## config.mk

```make
export PLATFORM = sky130hd
export DESIGN_NAME = axi4_dma_read
export DESIGN_NICKNAME = d
export VERILOG_FILES = /design/src/rtl/axi4_dma_pkg.sv /design/src/rtl/axi4_dma_read.sv
export SDC_FILE = /design/constraint.sdc
export NUM_CORES = 1
export LEC_CHECK = 0
export CAP_MARGIN = 25
export CORE_AREA = 4 4 443 445
export CTS_CLUSTER_SIZE = 25
export DETAILED_ROUTE_END_ITERATION = 16
export DIE_AREA = 0 0 447 449
export GPL_TIMING_DRIVEN = 0
export HOLD_SLACK_MARGIN = 0.1
export PLACE_DENSITY = 0.35
export SLEW_MARGIN = 20
export SYNTH_ARGS = -nofsm -noshare
export SYNTH_HDL_FRONTEND = slang
export SYNTH_SLANG_ARGS = --single-unit
```

## constraint.sdc

```tcl
create_clock -name clk -period 2.1 [get_ports clk]
set_clock_uncertainty 0.2 [all_clocks]
set_input_delay 0.63 -clock clk [delete_from_list [all_inputs] [get_ports clk]]
set_output_delay 0.63 -clock clk [all_outputs]
set_load 0.02 [all_outputs]
```

## src/rtl/axi4_dma_pkg.sv

```systemverilog
// Shared definitions for the AXI4 DMA read/write engines: FSM states,
// AXI encodings, 4 KiB alignment mask and the AxSIZE helper.
package axi4_dma_pkg;

    typedef enum logic [1:0] {
        ST_IDLE = 2'd0,
        ST_ADDR = 2'd1,
        ST_DATA = 2'd2,
        ST_DONE = 2'd3
    } dma_state_e;

    localparam logic [1:0]  BURST_INCR    = 2'b01;
    localparam logic [1:0]  RESP_OKAY     = 2'b00;
    localparam logic [63:0] ALIGN_4K_MASK = 64'hFFFF_FFFF_FFFF_F000;

    // AxSIZE encoding is log2 of the bus width in bytes.
    function automatic logic [2:0] axsize_of(input int data_w);
        logic [2:0] size_v;
        size_v = 3'd0;
        for (int i = 0; i < 8; i++) begin
            if ((1 << i) == (data_w / 8)) begin
                size_v = 3'(i);
            end
        end
        return size_v;
    endfunction

endpackage

```

## src/rtl/axi4_dma_read.sv

```systemverilog
// AXI4 read-master DMA: issues num_burst aligned INCR bursts and forwards the
// returned beats to a valid/ready stream. Optional AXI4_DMA_READ_CHECKSUM_EN adds io_checksum.
module axi4_dma_read
    import axi4_dma_pkg::*;
#(
    parameter int ADDR_W      = 32,
    parameter int DATA_W      = 512,
    parameter int ID_W        = 1,
    parameter int BURST_BEATS = 64,
    parameter int CNT_W       = 16
) (
    input  logic              clk,
    input  logic              reset,
    output logic              io_axi_arvalid,
    input  logic              io_axi_arready,
    output logic [ADDR_W-1:0] io_axi_araddr,
    output logic [ID_W-1:0]   io_axi_arid,
    output logic [7:0]        io_axi_arlen,
    output logic [2:0]        io_axi_arsize,
    output logic [1:0]        io_axi_arburst,
    input  logic              io_axi_rvalid,
    output logic              io_axi_rready,
    input  logic [DATA_W-1:0] io_axi_rdata,
    input  logic [ID_W-1:0]   io_axi_rid,
    input  logic [1:0]        io_axi_rresp,
    input  logic              io_axi_rlast,
    output logic              io_rd_valid,
    input  logic              io_rd_ready,
    output logic [DATA_W-1:0] io_rd_data,
    input  logic [ADDR_W-1:0] io_start_addr,
    input  logic [CNT_W-1:0]  io_num_burst,
    input  logic              io_ap_start,
    output logic              io_ap_ready,
    output logic              io_ap_done,
    output logic              io_ap_idle,
    output logic              io_err
`ifdef AXI4_DMA_READ_CHECKSUM_EN
    ,
    output logic [DATA_W-1:0] io_checksum
`endif
);

    localparam int                BEAT_W    = $clog2(BURST_BEATS) + 1;
    localparam logic [BEAT_W-1:0] LAST_BEAT = BEAT_W'(BURST_BEATS - 1);
    localparam logic [ADDR_W-1:0] ADDR_STEP = ADDR_W'(BURST_BEATS * (DATA_W / 8));

    dma_state_e        r_state;
    dma_state_e        w_next_state;
    logic [ADDR_W-1:0] r_addr;
    logic [CNT_W-1:0]  r_num_burst;
    logic [CNT_W-1:0]  r_burst_cnt;
    logic [BEAT_W-1:0] r_beat_cnt;
    logic              r_err;
    logic              w_r_hs;
    logic              w_final_burst;
    logic              w_unused;

    assign io_axi_araddr  = r_addr;
    assign io_axi_arid    = {ID_W{1'b0}};
    assign io_axi_arlen   = 8'(BURST_BEATS - 1);
    assign io_axi_arsize  = axsize_of(DATA_W);
    assign io_axi_arburst = BURST_INCR;
    assign io_rd_data     = io_axi_rdata;
    assign io_err         = r_err;
    assign w_final_burst  = (r_burst_cnt == (r_num_burst - CNT_W'(1)));
    assign w_unused       = ^io_axi_rid;

    // Next-state decode and state-decoded handshake/status outputs.
    always_comb begin
        w_next_state   = r_state;
        io_axi_arvalid = 1'b0;
        io_axi_rready  = 1'b0;
        io_rd_valid    = 1'b0;
        io_ap_idle     = 1'b0;
        io_ap_done     = 1'b0;
        io_ap_ready    = 1'b0;
        w_r_hs         = 1'b0;
        case (r_state)
            ST_IDLE: begin
                io_ap_idle = 1'b1;
                if (io_ap_start) begin
                    if (io_num_burst == {CNT_W{1'b0}}) begin
                        w_next_state = ST_DONE;
                    end else begin
                        w_next_state = ST_ADDR;
                    end
                end else begin
                    w_next_state = ST_IDLE;
                end
            end
            ST_ADDR: begin
                io_axi_arvalid = 1'b1;
                if (io_axi_arready) begin
                    w_next_state = ST_DATA;
                end else begin
                    w_next_state = ST_ADDR;
                end
            end
            ST_DATA: begin
                io_axi_rready = io_rd_ready;
                io_rd_valid   = io_axi_rvalid;
                w_r_hs        = io_axi_rvalid & io_rd_ready;
                // Only rlast moves the FSM, even when it arrives at the wrong beat.
                if (w_r_hs && io_axi_rlast) begin
                    if (w_final_burst) begin
                        w_next_state = ST_DONE;
                    end else begin
                        w_next_state = ST_ADDR;
                    end
                end else begin
                    w_next_state = ST_DATA;
                end
            end
            ST_DONE: begin
                io_ap_done   = 1'b1;
                io_ap_ready  = 1'b1;
                w_next_state = ST_IDLE;
            end
            default: begin
                w_next_state = ST_IDLE;
            end
        endcase
    end

    // State register, address/counters and sticky error flag.
    always_ff @(posedge clk) begin
        if (reset) begin
            r_state     <= ST_IDLE;
            r_addr      <= {ADDR_W{1'b0}};
            r_num_burst <= {CNT_W{1'b0}};
            r_burst_cnt <= {CNT_W{1'b0}};
            r_beat_cnt  <= {BEAT_W{1'b0}};
            r_err       <= 1'b0;
        end else begin
            r_state <= w_next_state;
            case (r_state)
                ST_IDLE: begin
                    if (io_ap_start) begin
                        r_addr      <= io_start_addr & ALIGN_4K_MASK[ADDR_W-1:0];
                        r_num_burst <= io_num_burst;
                        r_burst_cnt <= {CNT_W{1'b0}};
                        r_beat_cnt  <= {BEAT_W{1'b0}};
                        r_err       <= 1'b0;
                    end
                end
                ST_DATA: begin
                    if (w_r_hs) begin
                        if ((io_axi_rresp != RESP_OKAY) ||
                            (io_axi_rlast != (r_beat_cnt == LAST_BEAT))) begin
                            r_err <= 1'b1;
                        end
                        if (io_axi_rlast) begin
                            r_beat_cnt  <= {BEAT_W{1'b0}};
                            r_addr      <= r_addr + ADDR_STEP;
                            r_burst_cnt <= r_burst_cnt + CNT_W'(1);
                        end else begin
                            r_beat_cnt <= r_beat_cnt + BEAT_W'(1);
                        end
                    end
                end
                default: begin
                end
            endcase
        end
    end

`ifdef AXI4_DMA_READ_CHECKSUM_EN
    logic [DATA_W-1:0] r_checksum;

    assign io_checksum = r_checksum;

    // Running XOR of every accepted beat since the last start.
    always_ff @(posedge clk) begin
        if (reset) begin
            r_checksum <= {DATA_W{1'b0}};
        end else if ((r_state == ST_IDLE) && io_ap_start) begin
            r_checksum <= {DATA_W{1'b0}};
        end else if (w_r_hs) begin
            r_checksum <= r_checksum ^ io_axi_rdata;
        end
    end
`endif

endmodule

```

# Word-level counts from Yosys, hierarchy flattened
# Index checks and enable logic that the tools add are counted.
[word_totals]
in_bits = 570
word_cells = 59
ff_bits = 74
out_inout_bits = 565
[classes]
bitwise = 1
add_sub_neg = 4
n_eq_ne = 10
reduce_logical = 10
n_mux = 28
[ops]
columns = ["op", "n"]
rows = [
  ["2-to-1 mux 32 bit", 3],
  ["one-hot mux 32 bit (2 select lines)", 1],
  ["2-to-1 mux 16 bit", 3],
  ["adder 32 x 13 -> 32 bit, second input constant", 1],
  ["one-hot mux 16 bit (2 select lines)", 1],
  ["2-to-1 mux 7 bit", 3],
  ["adder 16 x 1 -> 16 bit, second input constant", 1],
  ["== test 16 bit", 1],
  ["logical NOT 16 bit", 1],
  ["subtractor 16 x 1 -> 16 bit, second input constant", 1],
  ["one-hot mux 7 bit (2 select lines)", 1],
  ["2-to-1 mux 2 bit", 5],
  ["2-to-1 mux 1 bit", 9],
  ["inequality test 2 bit, second input constant", 4],
  ["one-hot mux 2 bit (4 select lines)", 1],
  ["AND reduction 4 bit", 2],
  ["adder 7 x 1 -> 7 bit, second input constant", 1],
  ["== test 7 x 6 -> 1 bit, second input constant", 1],
  ["== test 2 bit, second input constant", 2],
  ["nonzero test 2 bit", 2],
  ["AND reduction 3 bit", 1],
  ["== test 2 x 1 -> 1 bit, second input constant", 1],
  ["logical NOT 2 bit", 1],
  ["one-hot mux 1 bit (2 select lines)", 1],
  ["5 further kinds", 5],
]

# Longest topological paths before layout
[depth]
depth_word = 6
depth_mapped = 9
mapped_depth_nobuf = 8

# Worst setup path after synthesis
# Ideal clock, no wire load.
[synth_timing]
kind = "register to register"
start = "register r_num_burst[0]"
end = "register r_state[1]"
required_time_ns = 1.841
t_arrival_ns = 2.116
setup_slack_ns = -0.275
n_path_buf = 1
stages_incl_launch_ff = 10
synth_period_minus_slack_ns = 2.375
setup_time_ns = 0.059
cell_sequence = "dfxtp_1 > inv_1 > ha_1 > buf_2 > or4b_4 > nor2_4 > xnor2_1 > or4_4 > nor4_2 > a41o_1"
[synth_via]
elab_chain_len = 5
[synth_lines]
columns = ["element", "line", "rtl"]
rows = [
  ["start, declared", "axi4_dma_read.sv:50", "logic [CNT_W-1:0] r_num_burst;"],
  ["start signal, assigned", "axi4_dma_read.sv:130", "r_num_burst <= {CNT_W{1'b0}};"],
  ["start signal, assigned", "axi4_dma_read.sv:140", "r_num_burst <= io_num_burst;"],
  ["subtractor 16 x 1 -> 16 bit", "axi4_dma_read.sv:65", "assign w_final_burst = (r_burst_cnt == (r_num_burst - CNT_W'(1)));"],
  ["== test 16 bit", "axi4_dma_read.sv:65", ""],
  ["2-to-1 mux 2 bit", "axi4_dma_read.sv:105", "if (w_final_burst) begin"],
  ["2-to-1 mux 2 bit", "axi4_dma_read.sv:104", "if (w_r_hs && io_axi_rlast) begin"],
  ["one-hot mux 2 bit (4 select lines)", "axi4_dma_read.sv:78", "case (r_state)"],
  ["end signal, assigned", "axi4_dma_read.sv:135", "r_state <= w_next_state;"],
  ["end, declared", "axi4_dma_read.sv:47", "dma_state_e r_state;"],
]
# Every way passes these cells.
# A chain may end at the register's enable or synchronous reset.

# Worst setup path in the final report
# Same ends and word-level chain as after synthesis.

==> impl_metrics.env <==
export IMPL_yosysWarnings=0
export IMPL_yosysSeqAreaShare_pct=16.4
export IMPL_stdcell_count=4186
export IMPL_synth_area_mm2=0.00757
export IMPL_max_freq_mhz=419
export IMPL_core_area_mm2=0.192
export IMPL_min_from="io_err"
export IMPL_dp_hpwl_um=80800
export IMPL_dpl_cell_area_mm2=0.0167
export IMPL_clk_pin_slew_worst_paths_ns=0.06
export IMPL_cts_buffers=9
export IMPL_final_cell_area_mm2=0.0169
export IMPL_synth_simple_area_share_pct=13.9
export IMPL_setup_ws_ns=-0.287
export IMPL_regToRegSetupSlack_ns=-0.29
export IMPL_crit_family="simple AND/OR/NAND/NOR gates"
export IMPL_wire_per_inst_um=20.7
export IMPL_layout_drive_gt1_share_pct=41.6
export IMPL_vias=8823
export IMPL_place_gp_congestion=0.967
export IMPL_p_total_uw=6520
export IMPL_pwr_density_cell_mw_per_mm2=385
export IMPL_rr_endpoint="r_state[1]"
export IMPL_area_growth_pct=123
export IMPL_max_slew_margin_pct=55.6
export IMPL_cts_sinks=62
export IMPL_slew_violations=0
export IMPL_syn_avg_cell_area_um2=7.49
export IMPL_fill_cells=22694
export IMPL_worstSkewPairLatency_ns=0.38
export IMPL_grt_max_degree=14
export IMPL_die_x_um=447
export IMPL_drc_errors=0
export IMPL_final_cell_mix="buf_4 (564), dlygate4sd2_1 (491), nand2_1 (64), a21oi_1 (47), dfxtp_1 (47)"
export IMPL_cp_slowest_cell="or4b_4"
export IMPL_tightest_slew_ns=0.669
export IMPL_mostFrequentLayoutCell="buf_4"
export IMPL_ff2ff_path_depth=9
export IMPL_worst_ep_arrival_time_ns=2.48
export IMPL_cts_buffer_depth=2
export IMPL_worstSetupEndpointType="flop"
export IMPL_critical_path_buf_inv_count=2
export IMPL_timing_final_crit_share_pct=114
export IMPL_rsz0062_at_grt="yes"
export IMPL_hold_end="io_err"
export IMPL_hold_path_class="flop to flop"
export IMPL_ir_drop_mv=0.260
export IMPL_rows=161
export IMPL_startpoint_type="flop"
export IMPL_cp_depth=9
export IMPL_synthMuxAreaShare_pct=0.265
export IMPL_ios=1135
export IMPL_htreeDepth=3
export IMPL_groute_usage_overall_pct=8.12
export IMPL_crit_chain="inv_4, ha_4, buf_6, or4b_4, nor2_4, xnor2_1, or4_4, nor4_4, a41o_1"
export IMPL_start_util_pct=3.94
export IMPL_cts_tree="yes"
export IMPL_drtAntennaViolNets=0
export IMPL_final_nets=2227
export IMPL_synth_compound_area_share_pct=8.65
export IMPL_drtIter0Drc=304
export IMPL_synthXorXnorAreaFrac_pct=4.51
export IMPL_p_leak_uw=0.00738
export IMPL_violations="negative setup slack"
export IMPL_cp_startpoint="r_num_burst[0]"
export IMPL_status="finished with violations"
export IMPL_critPathKind="flop to flop"
export IMPL_ys_types=50
export IMPL_maxCapViolations=0
export IMPL_first_global_vias=9056
export IMPL_multi_input_area_mm2=0.00241
export IMPL_cp_max_fo=3
export IMPL_synth_top_family_by_area="buffers and inverters"
export IMPL_crit_required_ns=2.19
export IMPL_fin_crit_ns=2.39
export IMPL_hold_violations=0
export IMPL_post_place_ws_ns=-2.02
export IMPL_grt_ovfl_total=0
export IMPL_whs_ns=0.283
export IMPL_wl_um=86700
export IMPL_routed_via_density=2.11
export IMPL_max_stage_delay_ns=0.50
export IMPL_async_flop_share_pct=0
export IMPL_cts_root_buffer="clkbuf_16"
export IMPL_setup_viol=9
export IMPL_synthCells=1011
export IMPL_antenna_found_initial=40
export IMPL_rr_startpoint="r_num_burst[0]"
export IMPL_grt_pass1_wl_um=104000
export IMPL_dr_pass1_iters=4
export IMPL_holdPathStages=2
export IMPL_synth_edff_count=0
export IMPL_fp_dieH_um=449
export IMPL_ys_flop_type="dfxtp_1"
export IMPL_dieArea_mm2=0.201
export IMPL_synthAdderAreaFrac_pct=0.661
export IMPL_synth_seq_cells=62
export IMPL_post_place_cells=4145
export IMPL_port_buffers=583
export IMPL_layout_area_seq_mm2=0.00129
## layer usage
layer	up-vias	global-route usage [%]	wire length, um
li1	4013	-	-
met1	4146	9.33	34100
met2	575	13.1	39600
met3	79	4.89	12100
met4	10	1.16	865
met5	-	0	63
## how the worst max path moves through the flow
stage          slack [ns]     endpoint
2_1_floorplan       -0.23   r_state[1]
3_3_place_gp        -2.04  io_rd_valid
3_5_place_dp        -2.02  io_rd_valid
4_1_cts             -0.33  io_rd_valid
5_1_grt             -0.35   r_state[1]
6_report            -0.29   r_state[1]
## area by class of cell
class                           instances  share of cell area, %
Inverter                                8                  0.192
Timing Repair Buffer                  615                   32.1
Antenna cell                            2                 0.0296
Buffer                                562                   25.2
Clock buffer                            9                   1.33
Tap cell                             2526                   18.7
Clock inverter                          7                  0.622
Sequential cell                        62                   7.63
Multi-Input combinational cell        395                   14.2
## metrics by stage
step	TNS (ns)	utilization, %
final	-0.901	8.80
after floorplan	-0.227	-
after global routing	-1.56	8.80
after global placement	-133.54	8.69
after CTS	-0.956	8.73
after detailed placement	-128.50	8.69
## state kept, by name, summed over array words and instances (netlist names)
name and count:
r_state 2, r_burst_cnt 16, r_beat_cnt 7, r_num_burst 16, io_axi_araddr 20, io_err 1
## what timing repair did
item                                    in CTS  in global routing
pin swaps                                    8                 17
gates cloned                                 0                  1
hold buffers                                 0                  0
buffers inserted                            21                  9
endpoints found under the setup margin     601                 55
resized for setup                          672                 97
## synthesized netlist by cell type, types with 2 or more instances
cell type / count / share of area [%]
a211oi_1: 6 / 0.60
a21o_1: 2 / 0.20
a21oi_1: 51 / 3.4
a22oi_1: 2 / 0.20
a31oi_1: 7 / 0.58
and2_1: 5 / 0.41
and3_1: 10 / 0.83
and4_1: 3 / 0.35
buf_2: 2 / 0.13
buf_4: 539 / 53
clkbuf_1: 28 / 1.4
conb_1: 2 / 0.099
dfxtp_1: 62 / 16
ha_1: 4 / 0.66
inv_1: 8 / 0.40
mux2i_1: 2 / 0.26
nand2_1: 64 / 3.2
nand2b_1: 5 / 0.41
nand3_1: 21 / 1.4
nand3b_1: 2 / 0.20
nand4_1: 10 / 0.83
nand4b_1: 2 / 0.23
nor2_1: 46 / 2.3
nor2b_1: 2 / 0.17
nor3_1: 16 / 1.1
nor3b_1: 3 / 0.30
nor4_1: 7 / 0.58
o21ai_0: 26 / 1.7
o22ai_1: 6 / 0.50
o31ai_1: 4 / 0.40
or3_1: 6 / 0.50
or4_1: 3 / 0.30
xnor2_1: 20 / 2.3
xor2_1: 19 / 2.2
## logic make-up after synthesis
| family | Yosys count |
|---|---|
| compound gates | 113 |
| xor+xnor | 39 |
| fa+ha+maj | 4 |
| buf+inv | 578 |
| flops | 62 |
| mux | 2 |
| other cells | 2 |
| simple gates | 211 |
## worst reg2reg max path, stage by stage (launching register included)
cell	delay [ns]
dfxtp_4	0.36
inv_4	0.06
ha_4	0.12
buf_6	0.09
or4b_4	0.50
nor2_4	0.10
xnor2_1	0.06
or4_4	0.44
nor4_4	0.13
a41o_1	0.24
## power by group
part	leakage, uW	total [uW]	internal, uW	switching [uW]
combinational	0.00670	3400	1490	1910
sequential	0.000516	1330	1240	92.3
clock	0.000158	1790	1060	732
total	0.00738	6520	3790	2730
Note: power is estimated with default switching activity, not from simulation.
